$ cat src/rtl/rotate_pkg.sv
`default_nettype none
// ============================================================================
// Package  : rotate_pkg
// Purpose  : Shared widths, the quarter-turn offset and the state encoding
//            for the rotation-coefficient sequencer.
// Contents : ANGLE_W, COEF_W, QUARTER, state constants, state_t
// Revision : 1.0 - initial release
// ============================================================================
package rotate_pkg;

   localparam int ANGLE_W = 8;     // 256 angle steps per full turn
   localparam int COEF_W  = 18;    // signed ROM word
   localparam int QUARTER = 64;    // 90 degrees in angle steps

   // Sequencer state encoding
   localparam logic [2:0] c_st_idle     = 3'd0;
   localparam logic [2:0] c_st_addr_cos = 3'd1;
   localparam logic [2:0] c_st_addr_sin = 3'd2;
   localparam logic [2:0] c_st_wait     = 3'd3;
   localparam logic [2:0] c_st_cap_sin  = 3'd4;

   typedef enum logic [2:0] {
      ST_IDLE     = c_st_idle,
      ST_ADDR_COS = c_st_addr_cos,
      ST_ADDR_SIN = c_st_addr_sin,
      ST_WAIT     = c_st_wait,
      ST_CAP_SIN  = c_st_cap_sin
   } state_t;

endpackage
`default_nettype wire

$ cat src/rtl/rr_arb2.sv
`default_nettype none
// ============================================================================
// Module   : rr_arb2
// Purpose  : Two-way round-robin arbiter. A lone requester is granted
//            directly; on a tie the requester not granted last time wins.
//            The last-grant pointer resets to 1 so requester 0 wins the
//            first tie, and only moves when the grant is consumed.
// Ports    : clk, rst      - clock, asynchronous active-high reset
//            req[1:0]      - request vector
//            advance       - the current grant was accepted
//            gnt[1:0]      - one-hot grant (combinational)
// Revision : 1.0 - initial release
// ============================================================================
module rr_arb2
   import rotate_pkg::*;
(
   input  logic       clk,
   input  logic       rst,
   input  logic [1:0] req,
   input  logic       advance,
   output logic [1:0] gnt
);

   logic r_last;   // index of the requester granted most recently

   always_comb begin
      gnt = 2'b00;
      case (req)
         2'b01:   gnt = 2'b01;
         2'b10:   gnt = 2'b10;
         2'b11:   gnt = r_last ? 2'b01 : 2'b10;
         default: gnt = 2'b00;
      endcase
   end

   always_ff @(posedge clk or posedge rst) begin
      if (rst) begin
         r_last <= 1'b1;
      end else if (advance) begin
         r_last <= gnt[1];
      end
   end

endmodule
`default_nettype wire

$ cat src/rtl/rotate_coef_ctrl.sv
`default_nettype none
// ============================================================================
// Module   : rotate_coef_ctrl
// Purpose  : Arbitrates two angle requesters onto the single-port cosine
//            ROM and issues two reads per transaction: cos(a) at address a,
//            then sin(a) at address a-QUARTER. Both coefficients are
//            presented together with a one-cycle coef_valid pulse.
// Ports    : clk, rst                   - clock, async active-high reset
//            reqN_valid/angle/ready     - requester N handshake (N = 0,1)
//            rom_addr, rom_rd_data      - ROM address out, ROM data in
//            coef_valid/id/cos/sin      - result pulse, owner, coefficients
//            busy                       - a transaction is in flight
// Revision : 1.0 - initial release
// ============================================================================
module rotate_coef_ctrl
   import rotate_pkg::*;
#(
   parameter int ADDR_WIDTH  = ANGLE_W,
   parameter int DATA_WIDTH  = COEF_W,
   parameter int ROM_LATENCY = 1,
   parameter int QUARTER     = rotate_pkg::QUARTER
) (
   input  logic                  clk,
   input  logic                  rst,
   input  logic                  req0_valid,
   input  logic [ADDR_WIDTH-1:0] req0_angle,
   output logic                  req0_ready,
   input  logic                  req1_valid,
   input  logic [ADDR_WIDTH-1:0] req1_angle,
   output logic                  req1_ready,
   output logic [ADDR_WIDTH-1:0] rom_addr,
   input  logic [DATA_WIDTH-1:0] rom_rd_data,
   output logic                  coef_valid,
   output logic                  coef_id,
   output logic [DATA_WIDTH-1:0] coef_cos,
   output logic [DATA_WIDTH-1:0] coef_sin,
   output logic                  busy
);

   localparam logic [ADDR_WIDTH-1:0] c_quarter   = ADDR_WIDTH'(QUARTER);
   // WAIT lasts ROM_LATENCY-1 cycles; the counter runs 0 .. c_wait_last.
   localparam logic [3:0]            c_wait_last = 4'(ROM_LATENCY - 2);

   state_t                r_state;
   logic [ADDR_WIDTH-1:0] r_angle;
   logic                  r_id;
   logic [ADDR_WIDTH-1:0] r_rom_addr;
   logic [3:0]            r_wait_cnt;
   logic [DATA_WIDTH-1:0] r_cos_hold;
   logic [DATA_WIDTH-1:0] r_coef_cos;
   logic [DATA_WIDTH-1:0] r_coef_sin;
   logic                  r_coef_id;
   logic                  r_coef_valid;

   logic [1:0]            w_req;
   logic [1:0]            w_gnt;
   logic                  w_idle;
   logic                  w_handshake;
   logic [ADDR_WIDTH-1:0] w_sel_angle;

   assign w_req = {req1_valid, req0_valid};

   rr_arb2 u_arb (
      .clk     (clk),
      .rst     (rst),
      .req     (w_req),
      .advance (w_handshake),
      .gnt     (w_gnt)
   );

   assign w_idle = (r_state == ST_IDLE);

   // Ready is only offered in IDLE, and is held low while reset is applied
   // so no requester sees an acceptance that the registers will not take.
   assign req0_ready = w_idle & w_gnt[0] & ~rst;
   assign req1_ready = w_idle & w_gnt[1] & ~rst;

   assign w_handshake = (req0_valid & req0_ready) | (req1_valid & req1_ready);
   assign w_sel_angle = w_gnt[1] ? req1_angle : req0_angle;

   always_ff @(posedge clk or posedge rst) begin
      if (rst) begin
         r_state      <= ST_IDLE;
         r_angle      <= '0;
         r_id         <= 1'b0;
         r_rom_addr   <= '0;
         r_wait_cnt   <= '0;
         r_cos_hold   <= '0;
         r_coef_cos   <= '0;
         r_coef_sin   <= '0;
         r_coef_id    <= 1'b0;
         r_coef_valid <= 1'b0;
      end else begin
         r_coef_valid <= 1'b0;
         case (r_state)
            ST_IDLE: begin
               if (w_handshake) begin
                  r_angle    <= w_sel_angle;
                  r_id       <= w_gnt[1];
                  r_rom_addr <= w_sel_angle;
                  r_state    <= ST_ADDR_COS;
               end
            end
            ST_ADDR_COS: begin
               // sin(a) = cos(a - 90 deg); 8-bit wrap gives the full-turn modulo
               r_rom_addr <= r_angle - c_quarter;
               r_state    <= ST_ADDR_SIN;
            end
            ST_ADDR_SIN: begin
               if (ROM_LATENCY == 1) begin
                  r_cos_hold <= rom_rd_data;
                  r_state    <= ST_CAP_SIN;
               end else begin
                  r_wait_cnt <= '0;
                  r_state    <= ST_WAIT;
               end
            end
            ST_WAIT: begin
               // cos data arrives in the final WAIT cycle
               if (r_wait_cnt == c_wait_last) begin
                  r_cos_hold <= rom_rd_data;
                  r_state    <= ST_CAP_SIN;
               end else begin
                  r_wait_cnt <= r_wait_cnt + 4'd1;
               end
            end
            ST_CAP_SIN: begin
               // cos is staged in r_cos_hold so the visible result only
               // changes together with coef_valid
               r_coef_cos   <= r_cos_hold;
               r_coef_sin   <= rom_rd_data;
               r_coef_id    <= r_id;
               r_coef_valid <= 1'b1;
               r_state      <= ST_IDLE;
            end
            default: begin
               r_state <= ST_IDLE;
            end
         endcase
      end
   end

   assign rom_addr   = r_rom_addr;
   assign coef_valid = r_coef_valid;
   assign coef_id    = r_coef_id;
   assign coef_cos   = r_coef_cos;
   assign coef_sin   = r_coef_sin;
   assign busy       = ~w_idle;

endmodule
`default_nettype wire
$ cat config.mk
export PLATFORM = sky130hd
export DESIGN_NAME = rotate_coef_ctrl
export DESIGN_NICKNAME = d
export VERILOG_FILES = /design/src/rtl/rotate_pkg.sv /design/src/rtl/rr_arb2.sv /design/src/rtl/rotate_coef_ctrl.sv
export SDC_FILE = /design/constraint.sdc
export NUM_CORES = 1
export LEC_CHECK = 0
export BUFFER_PORTS_ARGS = -buffer_cell sky130_fd_sc_hd__buf_2
export CORE_ASPECT_RATIO = 1.1
export CORE_UTILIZATION = 47
export DETAILED_ROUTE_END_ITERATION = 12
export PLACE_DENSITY = 0.79
export SETUP_SLACK_MARGIN = 0.3
export SYNTH_ARGS = -nofsm -noshare
export SYNTH_HDL_FRONTEND = slang
export SYNTH_SLANG_ARGS = --single-unit
$ cat constraint.sdc
create_clock -name clk -period 2 [get_ports clk]
set_input_delay 0.1 -clock clk [delete_from_list [all_inputs] [get_ports clk]]
set_output_delay 0.1 -clock clk [all_outputs]
set_load 0.005 [all_outputs]
* Word level (Yosys, flattened, before mapping)
Cells that the tools add are included.
Word-level totals: register bits after elaboration 81, input port bits 38, word-level logic and storage cells 52, output and inout port bits 49
Cells by class: bitwise gates (word level) 10, reduce and logical (&&, ||, !) cells 8, equal/unequal tests 10, multiplexer cells 11, $add $sub $neg 2
Operators with widths (count):
- case mux 18 bit (2 select lines) | 1
- two-way mux 18 bit | 1
- two-way mux 8 bit | 2
- case mux 8 bit (2 select lines) | 1
- case mux 3 bit (4 select lines) | 1
- AND reduction 2 bit | 5
- subtractor 8 x 7 -> 8 bit, second input constant | 1
- AND 1 bit | 6
- == test 3 x 2 -> 1 bit, second input constant | 2
- two-way mux 3 bit | 2
- case mux 2 bit (3 select lines) | 1
- adder 4 x 1 -> 4 bit, second input constant | 1
- == test 2 bit, second input constant | 2
- == test 4 bit, second input constant | 1
- nonzero test 2 bit | 2
- == test 3 x 1 -> 1 bit, second input constant | 1
- == test 3 bit, second input constant | 1
- logical NOT 3 bit | 1
- inverter 1 bit | 3
- == test 2 x 1 -> 1 bit, second input constant | 1
- two-way mux 2 bit | 1
- != test 2 x 1 -> 1 bit, second input constant | 1
- != test 2 bit, second input constant | 1
- two-way mux 1 bit | 1
- OR 1 bit | 1

* Longest topological paths before layout
word-level depth 8, gate-level depth with buffers 6, mapped depth without buffers 5

* Cells and area by module
A second synthesis with hierarchy kept.
Second synthesis, totals: cells, all modules 227, area total of the unflattened synthesis 3324.4 um^2
Modules (own cells, without submodules):
- rotate_coef_ctrl | area an instance 3256.9 um^2, seq. area each 2001.9 um^2, times used 1, cells each 221
- rr_arb2 | area an instance 67.6 um^2, seq. area each 26.3 um^2, times used 1, cells each 6

* Worst setup path after synthesis
No wires, ideal clock.
path type reg2reg, start reg r_state[0], end reg r_rom_addr[0], in the netlist rom_addr[0], required time 1.874 ns, path buffers 0, library setup time 0.126 ns, setup slack 0.457 ns, data arrival time 1.417 ns, stages on the path, launching flop included 5, cells stage by stage dfrtp_1 nor4_4 o21a_4 nor2_2 a221o_1
On the way: word-level cells in the longest chain between the ends 7, elaborated cells on any way between the ends 13, those cells by class 2 x eq/ne; 1 x mux; 7 x bitwise; 3 x reduce/logical
Ends and longest elaborated chain:
- start: declaration | RTL line rotate_coef_ctrl.sv:44 | state_t r_state;
- start signal: assignment | RTL line rotate_coef_ctrl.sv:83 | r_state <= ST_IDLE;
- start signal: assignment | RTL line rotate_coef_ctrl.sv:101 | r_state <= ST_ADDR_COS;
- start signal: assignment | RTL line rotate_coef_ctrl.sv:107 | r_state <= ST_ADDR_SIN;
- logical NOT 3 bit | RTL line rotate_coef_ctrl.sv:71, rotate_coef_ctrl.sv:95
- AND 1 bit, on equally long branches (2 in a row) | RTL line rotate_coef_ctrl.sv:75, rotate_coef_ctrl.sv:76
- AND 1 bit | RTL line rotate_coef_ctrl.sv:78 | assign w_handshake = (req0_valid & req0_ready) | (req1_valid & req1_ready);
- OR 1 bit | RTL line rotate_coef_ctrl.sv:78
- != test 2 x 1 -> 1 bit (no line)
- AND reduction 2 bit (no line)
- end signal: assignment | RTL line rotate_coef_ctrl.sv:100 | r_rom_addr <= w_sel_angle;
- end signal: assignment | RTL line rotate_coef_ctrl.sv:106 | r_rom_addr <= r_angle - c_quarter;
- end: declaration | RTL line rotate_coef_ctrl.sv:47 | logic [ADDR_WIDTH-1:0] r_rom_addr;
Several ways; a longest one is shown, not always the timed one. A chain may end at the register's enable or synchronous reset.

* Worst setup path after layout
start in rst, end out req0_ready
On the way: word-level cells in the longest chain between the ends 2
Ends and longest elaborated chain:
- start: declaration | RTL line rotate_coef_ctrl.sv:24 | input logic rst,
- inverter 1 bit | RTL line rotate_coef_ctrl.sv:75 | assign req0_ready = w_idle & w_gnt[0] & ~rst;
- AND 1 bit | RTL line rotate_coef_ctrl.sv:75
- end: declaration | RTL line rotate_coef_ctrl.sv:27 | output logic req0_ready,
No other way between the ends.

==> summary.md <==
| Metric | Value |
|---|---|
| Status | finished clean |
| RSZ-0062 raised after global routing | true |
| Initial antenna violation count | 0 |
| Most frequent cells in the layout | 86 x buf_2, 79 x dfrtp_1, 53 x mux2_2, 19 x dlygate4sd3_1 |
| Switching power | 1970 uW |
| CP max stage cell | dlygate4sd3_1 |
| Die extent in x | 80.8 um |
| Sequential element share of the synthesized area | 63.1% |
| Core ar. | ~0.0066 sq mm |
| Critical path fanouts, max | 3 |
| Fraction of layout cells with a size suffix above 1 | 52.4% |
| Post-synth EDFFs | 0 |
| Yosys warning total | 0 |
| Drt drc | 0 |
| Share of the synthesized area in the top cell type | roughly 62% |
| Layout filler cell count | 517 |
| Setup TNS Final | 0 ps |
| Crit path required time | about 1900 ps |
| Final period util | 82.9% |
| Worst-path clk slew | 80 ps |
| Seq pwr share | 46.3% |
| Number of CTS-inserted buffers | 9 |
| Crit-path most repeated cell | buf_2 |
| Cell-by-cell trace of the critical path | dlygate4sd3_1 > buf_2 > nor4_4 > buf_4 > o21ai_4 > nor2_1 > buf_2 |
| Leading area contributor after synthesis | dfrtp_1 |
| Min-Delay Path Class | primary input to register |
| Via Count | 2,126 |
| Tmin final | 1660 ps |
| Ranking of synthesized cells by area | dfrtp_1 62%, mux2_2 19%, mux2i_1 2.2% |
| Total grt overflow | 0 |
| CTS Buffer Depth | 2 |
| CP arrival | between 1500 and 2000 ps |
| Final wirelength | 6150 um |
| Comb power frac | 36.9% |
| Worst slew margin | 75.4% |
| Critical path class | primary input to primary output |
| Antenna cells | 0 |
| CTS Root Cell | clkbuf_8 |
| Number of clock sinks | 81 |
| Synth unique cells | 34 |
| Wire length of the first global-routing pass | 9670 um |
| Syn Nets | between 200 and 300 |
| FMAX | 603 MHz |
| Worst Setup End Kind | primary output |
| PwrDens | between 1000 and 1500 mW/mm^2 |
| Finished Cell Area | 0.00421 sq mm |
| Worst ir drop on vdd | ~0.76 mV |
| Setup crit start kind | primary input |
| Port-buffer cells | 86 |
| Slew @ Worst Pin | approximately 370 ps |
| Antenna Nets Post-Route | 0 |
| Commonest non-fill, non-tap cell in the layout | buf_2 |
| Clock skew | 13.5 ps |
| Area growth from synthesis to layout | 31.2% |
| Switch share | 31.3% |
| Synth Register Bits | around 80 |
| Hold Crit Depth | 2 |
| H-Tree Depth | 3 |
| Vias in the first global route | ~2.1k |
| Placer Congestion | 0.787 |
| Die height | 88.7 um |
| Reg2Reg Depth | 4 |
| DR iter-0 viols | 74 |
| Fin Hold WS | 33.2 ps |
| 1st-pass router iterations | 5 |
| Clk network pwr share | between 10% and 20% |
| Cell total after placement | 380 |
| Pleak | approximately 0.0020 uW |
| Gr usage total | 18.2% |
| Max cap viols | 0 |
| Post-synth top flop | dfrtp_1 |
| DR vias/cell | 5.06 |
| Hold Fails Final Rpt | 0 |
| Routed len/inst | 14.6 um |
| Int Pwr | 4320 uW |
| Row cnt | 31 |
| Post-synthesis cell count | 216 |
| Initial core utilization | 48.7% |
| Placed Area | 0.00377 sq mm |
| HPWL Detailed | roughly 4000 um |
| Clk Latency, worst-skew pair | 350 ps |
| FFs w/ async S/R, synth | between 90% and 100% |
| Final setup violating endpoints | 0 |
| Cell Area, Synth | ~0.0032 sq mm |
| Die ar. | 0.00717 sq mm |
| Fin nets | 372 |
| Crit-path max cell delay | 540 ps |
| # IOs | 87 |
| Largest net degree at the start of global routing | 73 |
| Syn_area_per_cell | 14.9 sq um |
| CTS tree | built |
| Slew Limit Fails | 0 |
| Fin cells | 420 |
| R2r setup slk | 400 ps |
layout make-up:
type                       instances  area [sq um]  share of cell area (%)
sequential                        81          2030                    48.2
multi-input combinational        123          1140                    27.1
timing repair buffer             115           746                    17.7
clock buffer                       9           124                    2.94
tap                               82           103                    2.43
clock inverter                     7          53.8                    1.28
inverter                           3          15.0                   0.356
kinds of logic after synthesis:
logic type / Yosys count / synth area share [%]
buffers and inverters: 12 / 2.26
flip-flops: 81 / 63.1
AND/OR/NAND/NOR: 30 / 4.99
multiplexers: 63 / 21.8
adder cells (fa/ha/maj): 1 / 0.389
XOR/XNOR: 3 / 0.818
AO/OA/AOI/OAI: 26 / 6.58
Yosys cell counts, types with 4 or more instances:
master and count:
nand3_1 4, mux2_2 53, buf_2 4, nor2_1 9, dfrtp_1 80, buf_4 4
a221o_1 6, mux2i_1 7, a21o_1 7, nand2_1 6
worst max-delay path: cells and delay by family:
family	cells	cell delay, ps
buffers and inverters	4	1000
AND/OR/NAND/NOR	2	400
AO/OA/AOI/OAI	1	50
layer usage:
| metal | wire length [um] | vias to the layer above | share of wire (%) | global-route usage (%) |
|---|---|---|---|---|
| li1 | - | 999 | - | - |
| met1 | 2760 | 1044 | 45 | 23.1 |
| met4 | 71 | 0 | 1.2 | 6.33 |
| met5 | 0 | - | 0 | 0 |
| met3 | 426 | 6 | 6.9 | 5.67 |
| met2 | 2890 | 77 | 47 | 29.6 |
through the flow:
stage | total power [uW] | worst slack, ps | util, %
4_1_cts | 6300 | 334 | 63.4
3_3_place_gp | 5010 | 369 | 57.2
6_report | 6280 | 343 | 63.9
2_1_floorplan | 4270 | 457 | -
5_1_grt | 6730 | 290 | 63.9
3_5_place_dp | 5130 | 327 | 57.2
power by group through the flow:
stage / sequential [uW] / combinational [uW] / clock (uW)
floorplan: 2910 / 1360 / 0
CTS: 2920 / 2280 / 1100
global route: 3010 / 2560 / 1160
detailed placement: 2940 / 2200 / 0
global placement: 2890 / 2120 / 0
finish: 2910 / 2320 / 1060
registers in the layout, indices dropped and copies added, names as in the netlist, 3 cells and up:
| register | count |
|---|---|
| coef_cos | 18 |
| rom_addr | 8 |
| r_angle | 8 |
| r_cos_hold | 18 |
| r_wait_cnt | 4 |
| r_state | 3 |
| coef_sin | 18 |
repair_timing:
item / in CTS / in global routing
hold buffers: 19 / 0
gates resized for setup: 5 / 0
pin swaps: 2 / 0
setup buffers: 2 / 3
setup endpoints to repair: 3 / 7
endpoints found under the hold margin: 43 / 0
path summary, 6_finish.rpt:
path,from,to
min in group asynchronous,rst,rom_addr[4]
max in group asynchronous,rst,r_state[0]
worst min-delay path,req0_valid,u_arb.r_last
worst min register to register,r_id,r_id
worst max-delay path,rst,req0_ready
worst max register to register,r_state[1],r_cos_hold[4]
(Power assumes the default switching activity.)
